**src/rtl/reg_file.sv**
```systemverilog
// reg_file: register file for the ALU32 datapath.
// Two combinational read ports with same-cycle write bypass, one write port,
// a carry/zero status-flag pair and a wrapping count of committed writes.
// Register 0 is hard-wired to zero. Reset is synchronous and active-high and
// overrides every write in the cycle it is sampled.
module reg_file #(
  parameter int WIDTH  = 32,
  parameter int ADDR_W = 5
) (
  input  logic              clk,
  input  logic              rst,
  input  logic [ADDR_W-1:0] ra1,
  input  logic [ADDR_W-1:0] ra2,
  output logic [WIDTH-1:0]  rd1,
  output logic [WIDTH-1:0]  rd2,
  input  logic              we,
  input  logic [ADDR_W-1:0] wa,
  input  logic [WIDTH-1:0]  wd,
  input  logic              flag_we,
  input  logic              cout_in,
  input  logic              zero_in,
  output logic              carry_q,
  output logic              zero_q,
  output logic [15:0]       wr_cnt
);

  localparam int DEPTH = 1 << ADDR_W;

  // Entry 0 exists only to keep indexing uniform; it is cleared by reset,
  // never written, and masked to zero on both read ports.
  logic [WIDTH-1:0] regs [DEPTH];

  // A write commits only outside reset and never to register 0. The same
  // qualifier drives the bypass, so a discarded write is never forwarded.
  logic commit;

  // Write-commit qualifier shared by storage, counter and bypass.
  always_comb begin
    commit = we && !rst && (wa != '0);
  end

  // Register array: cleared by reset, loaded on a committed write.
  always_ff @(posedge clk) begin
    if (rst) begin
      for (int i = 0; i < DEPTH; i++) begin
        regs[i] <= '0;
      end
    end else if (commit) begin
      regs[wa] <= wd;
    end
  end

  // Committed-write counter: free-running 16-bit wrap, never saturates.
  always_ff @(posedge clk) begin
    if (rst) begin
      wr_cnt <= '0;
    end else if (commit) begin
      wr_cnt <= wr_cnt + 16'd1;
    end
  end

  // Status flags: captured on flag_we, otherwise held; no bypass path.
  always_ff @(posedge clk) begin
    if (rst) begin
      carry_q <= 1'b0;
      zero_q  <= 1'b0;
    end else if (flag_we) begin
      carry_q <= cout_in;
      zero_q  <= zero_in;
    end
  end

  // Read ports: register 0 reads zero, a same-cycle committed write to the
  // addressed register is forwarded, otherwise the stored value is shown.
  always_comb begin
    rd1 = regs[ra1];
    rd2 = regs[ra2];
    if (commit && (ra1 == wa)) begin
      rd1 = wd;
    end
    if (commit && (ra2 == wa)) begin
      rd2 = wd;
    end
    if (ra1 == '0) begin
      rd1 = '0;
    end
    if (ra2 == '0) begin
      rd2 = '0;
    end
  end

endmodule

```
**config.mk**
```make
export PLATFORM = sky130hd
export DESIGN_NAME = reg_file
export DESIGN_NICKNAME = d
export VERILOG_FILES = /design/src/rtl/reg_file.sv
export SDC_FILE = /design/constraint.sdc
export NUM_CORES = 2
export LEC_CHECK = 0
export BUFFER_PORTS_ARGS = -buffer_cell sky130_fd_sc_hd__buf_2
export CAP_MARGIN = 15
export CORE_AREA = 5 5 505 258
export DETAILED_ROUTE_END_ITERATION = 10
export DIE_AREA = 0 0 510 263
export GPL_TIMING_DRIVEN = 0
export PLACE_DENSITY = 0.72
export SYNTH_ARGS = -nofsm -noshare
export SYNTH_HDL_FRONTEND = slang
export SYNTH_SLANG_ARGS = --single-unit
```
**constraint.sdc**
```tcl
create_clock -name clk -period 3.9 [get_ports clk]
set_input_delay 0.195 -clock clk [delete_from_list [all_inputs] [get_ports clk]]
set_output_delay 0.195 -clock clk [all_outputs]
set_load 0.01 [all_outputs]
```
# Word-level counts from Yosys, hierarchy flattened
# Memories as Yosys holds them, arrays and structs flattened.
# Cells that the tools add are included.
[op_classes]
n_addsub = 1
n_eq_ne = 2
n_mux = 12
n_reduce_logical = 9
[ops]
columns = ["operator", "n"]
rows = [
  ["2-to-1 mux 32 bit", 5],
  ["OR reduction 32 bit", 1],
  ["adder 16 x 1 -> 16 bit, second input constant", 1],
  ["equality test 5 bit", 2],
  ["logical NOT 5 bit", 2],
  ["2-to-1 mux 1 bit", 6],
  ["2-to-1 mux 5 bit", 1],
  ["nonzero test 5 bit", 1],
  ["logical AND 1 bit", 4],
  ["logical NOT 1 bit", 1],
]
[word_totals]
reg_bits = 18
ram_bits = 1024
output_inout_bits = 82
word_cells = 28
mem_count = 1
[memory_table]
columns = ["memory", "depth", "width", "read_ports", "rd_clocked_by_memory_dff", "wr", "line", "text"]
rows = [
  ["regs", 32, 32, 2, 0, 32, "31", "logic [WIDTH-1:0] regs [DEPTH];"],
]

# Logic depth before layout (Yosys ltp)
[depth]
ltp_word = 8
mapped_depth = 10
depth_no_buf = 5

# Worst setup path after synthesis
# Ideal clock, no wire load.
[synth_path]
path_type = "input port to flip-flop"
start = "in wa[2]"
end = "mem regs[20][0] (enable)"
setup_time_ns = 0.466
t_arrival_ns = 3.461
setup_slack_ns = -0.026
cell_stages = 8
n_path_buf = 4
path_cell_list = "buf_2 > or3_1 > buf_2 > o211a_1 > nand2b_1 > buf_2 > clkbuf_1 > o21ai_0"
[synth_lines]
columns = ["element", "line", "text"]
rows = [
  ["start, declared", "17", "input logic [ADDR_W-1:0] wa,"],
  ["end, declared", "31", ""],
]

# Final worst setup path
[layout_path]
start = "in ra1[4]"
end = "out rd1[23]"
[layout_between]
elab_chain_cells = 4
elab_cells_between_ends = 6
cone_classes = "eq/ne: 1; mux: 2; reduce/logical: 2; memory: 1"
[layout_lines]
columns = ["element", "line", "text"]
rows = [
  ["start, declared", "12", "input logic [ADDR_W-1:0] ra1,"],
  ["branches (longest 3 deep; another with memory (32 x 32 bit))", "n/a", ""],
  ["2-to-1 mux 32 bit (*)", "84", "if (ra1 == '0) begin"],
  ["end, declared", "14", "output logic [WIDTH-1:0] rd1,"],
]
# Every way passes the cells marked *.

==> reports/results.txt <==
vias post-DR: 40740
critical path's largest stage delay: 1120 ps
root buf cell: clkbuf_16
Post-Route WL: 243800 um
critical path arrival: 3970 ps
ys async rst share: 0%
flop-to-flop setup slack: 2150 ps
Hold WC Path Type: primary input to flop
Final nets: 4069
DR DRC count: 0
Clock Tree Buf Depth: 3
Crit Path Category: primary input to output port
Overall Power: 28170 uW
fraction of layout cells with a size suffix above 1: 25.54%
wire length per cell: 42.04 um
period utilization: 106.9%
Clock Sink Count: 1042
total grt overflow: 0
H-tree levels: 3
ys flop type: edfxtp_1
max_cap viols: 0
final HPWL from detailed placement: 181300 um
CTS buffer count: 96
area leader, netlist: edfxtp_1
largest net degree at the start of global routing: 33
Final Util: 51.48%
Vias/cell: 7.025
number of synthesized flops with an enable pin: 1024
cells taking the most area after synthesis: edfxtp_1, mux4_2, and2_1, mux2i_1, clkbuf_1
slowest CP cell: clkbuf_1
Post-DRT Antenna Nets: 0
post-synthesis sequential element count: 1042
synthesized area: 55870 um2
post-synthesis mux area share: 23.57%
port bufs: 127
failing checks: negative setup slack
sequential cell area fraction in the yosys report: 55.68%
main combinational cell family by area after synthesis: multiplexers
CP Launch Type: primary input
CP Cell Sequence: buf_2, clkbuf_1, clkbuf_1, clkbuf_2, a211oi_1, a211oi_1, a221o_1, buf_2
RSZ-0062 raised after global routing: false
compound-cell area share of the yosys netlist: 4.297%
status: finished with violations
Worst Skew: 7.219 ps
post-synthesis simple-gate area fraction: 12.83%
Distinct cells, synth: 51
endpoints failing hold: 0
leakage power: 0.02202 uW
global-route wire length before repair: 323400 um
Synth Area in Adders: 0.02239%
area share of the largest cell type after synthesis: 55.04%
Worst Setup End Kind: output port
Iter 0 DRT Violations: 8963
final worst-path setup slack: -269.0 ps
num rows: 92
Slew Viols, Final: 0
clock-pin slew on the worst setup and hold paths: 60 ps
Fin Hold WS: 39.25 ps
Warnings, synthesis: 0
PwrDens: 437.6 nW/um2
Setup violations, final: 25
Worst-Margin Slew: 1459 ps
TritonCTS clock tree: yes
DR pass1 iterations: 7
VDD IR-drop max: 363.2 uV
Ports: 135
GR Util All Layers: 35.55%
syn avg cell area: 15.31 um2
timing-limited maximum frequency: 239.9 MHz
Post-Synthesis Cells: 3649
pre-CTS setup slack: -789.6 ps
synth-to-layout area growth: 15.19%
Die Width: 510 um
Rel. slew slack: 2.740%
Initial Utilization: 44.69%
RePlAce Congestion: 1.087
Die H: 263 um
critical path required time: 3700 ps
clock network latency to the later pin of the worst-skew pair: 720 ps
most frequent cell after synthesis: edfxtp_1
Setup Buffers After CTS: 0
initial antenna violation count: 14
post-layout min period: 4169 ps
Core ar.: 125000 um2
worst-path fanout max: 11
XOR/XNOR Fraction of Synth Area: 0.3292%
setup_tns: -2929 ps
Commonest cells post-synth: edfxtp_1, and2_1, mux4_2
die area: 134100 um2
vias in the first global route: 38420
[metrics by stage]
stage          cells  cell area, um2
2_1_floorplan   3680           55990
3_3_place_gp    5499           58740
3_5_place_dp    5558           60250
4_1_cts         5774           64030
5_1_grt         5791           64340
6_report        5799           64360
[worst max-delay path: cells and delay by family]
kind,cells,cell delay [ps]
buffers and inverters,5,2830
AOI/OAI and AO/OA,3,930
[cells in the final DEF (no fill, tap or decap), drive strengths merged, types with 3 or more instances in the layout]
cell           instances
a21oi                 33
nand2                 10
xnor2                 19
o31ai                  4
and2                 977
edfxtp              1024
a221o                 64
a22oi                 14
nand2b                 5
nand3b                 6
clkinvlp               7
clkinv                37
a211oi               104
inv                   13
dfxtp                 18
nor3b                  3
dlygate4sd3           37
or3                    5
diode                 11
a221oi                34
clkbuf               391
bufinv                20
o21ai                 57
mux2                   5
nor2b                 46
nand3                  7
mux4                 516
nor2                  61
nor3                  52
buf                  320
mux2i                149
clkdlybuf4s15          4
conb                  32
[where the power goes]
group          internal [uW]  switching, uW
Clock                   5980           4700
Combinational           1600           2650
Sequential             12900            337
Total                  20500           7690
[final cells by class]
class | instances | area (um2)
diodes | 11 | 27.53
plain buffers | 403 | 1857
clock buffers | 111 | 2522
clock inverters | 68 | 869.6
fillers | 10330 | 60650
inverters | 9 | 33.78
multi-input cells | 2225 | 23440
flip-flops and latches | 1042 | 31110
well taps | 1692 | 2117
repair buffers | 238 | 2382
[layer usage]
metal	GRT usage, %	vias up	part of all wire [%]
met2	43.88	4442	37
li1	-	14920	-
met3	25.65	787	22
met1	46.78	20570	35
met4	14.46	23	5.3
met5	2.172	-	0.32
[worst paths after layout]
check                           startpoint          to  cells past startpoint
worst max-delay path                ra1[4]     rd1[23]                      8
worst min-delay path                    we   wr_cnt[0]                      4
worst max register to register   wr_cnt[4]  wr_cnt[15]                      5
worst min register to register   wr_cnt[5]   wr_cnt[5]                      2
[cell families (layout without fill, tap and decap cells)]
logic type,after synthesis,in the layout
buf+inv,413,829
compound gates,320,320
xor+xnor,21,21
fa+ha+maj,1,1
other cells,1,43
simple gates,1181,1181
flops,1042,1042
mux,670,670
[what timing repair did]
item	4_1_cts	5_1_grt
hold buffers	37	0
resized for setup	16	18
endpoints found under the setup margin	40	14
endpoints found under the hold margin	34	0
[flip-flops by register name, summed over array words and instances (netlist names)]
signal	count
carry_q	1
zero_q	1
regs	1024
wr_cnt	16
(Power assumes the default switching activity.)
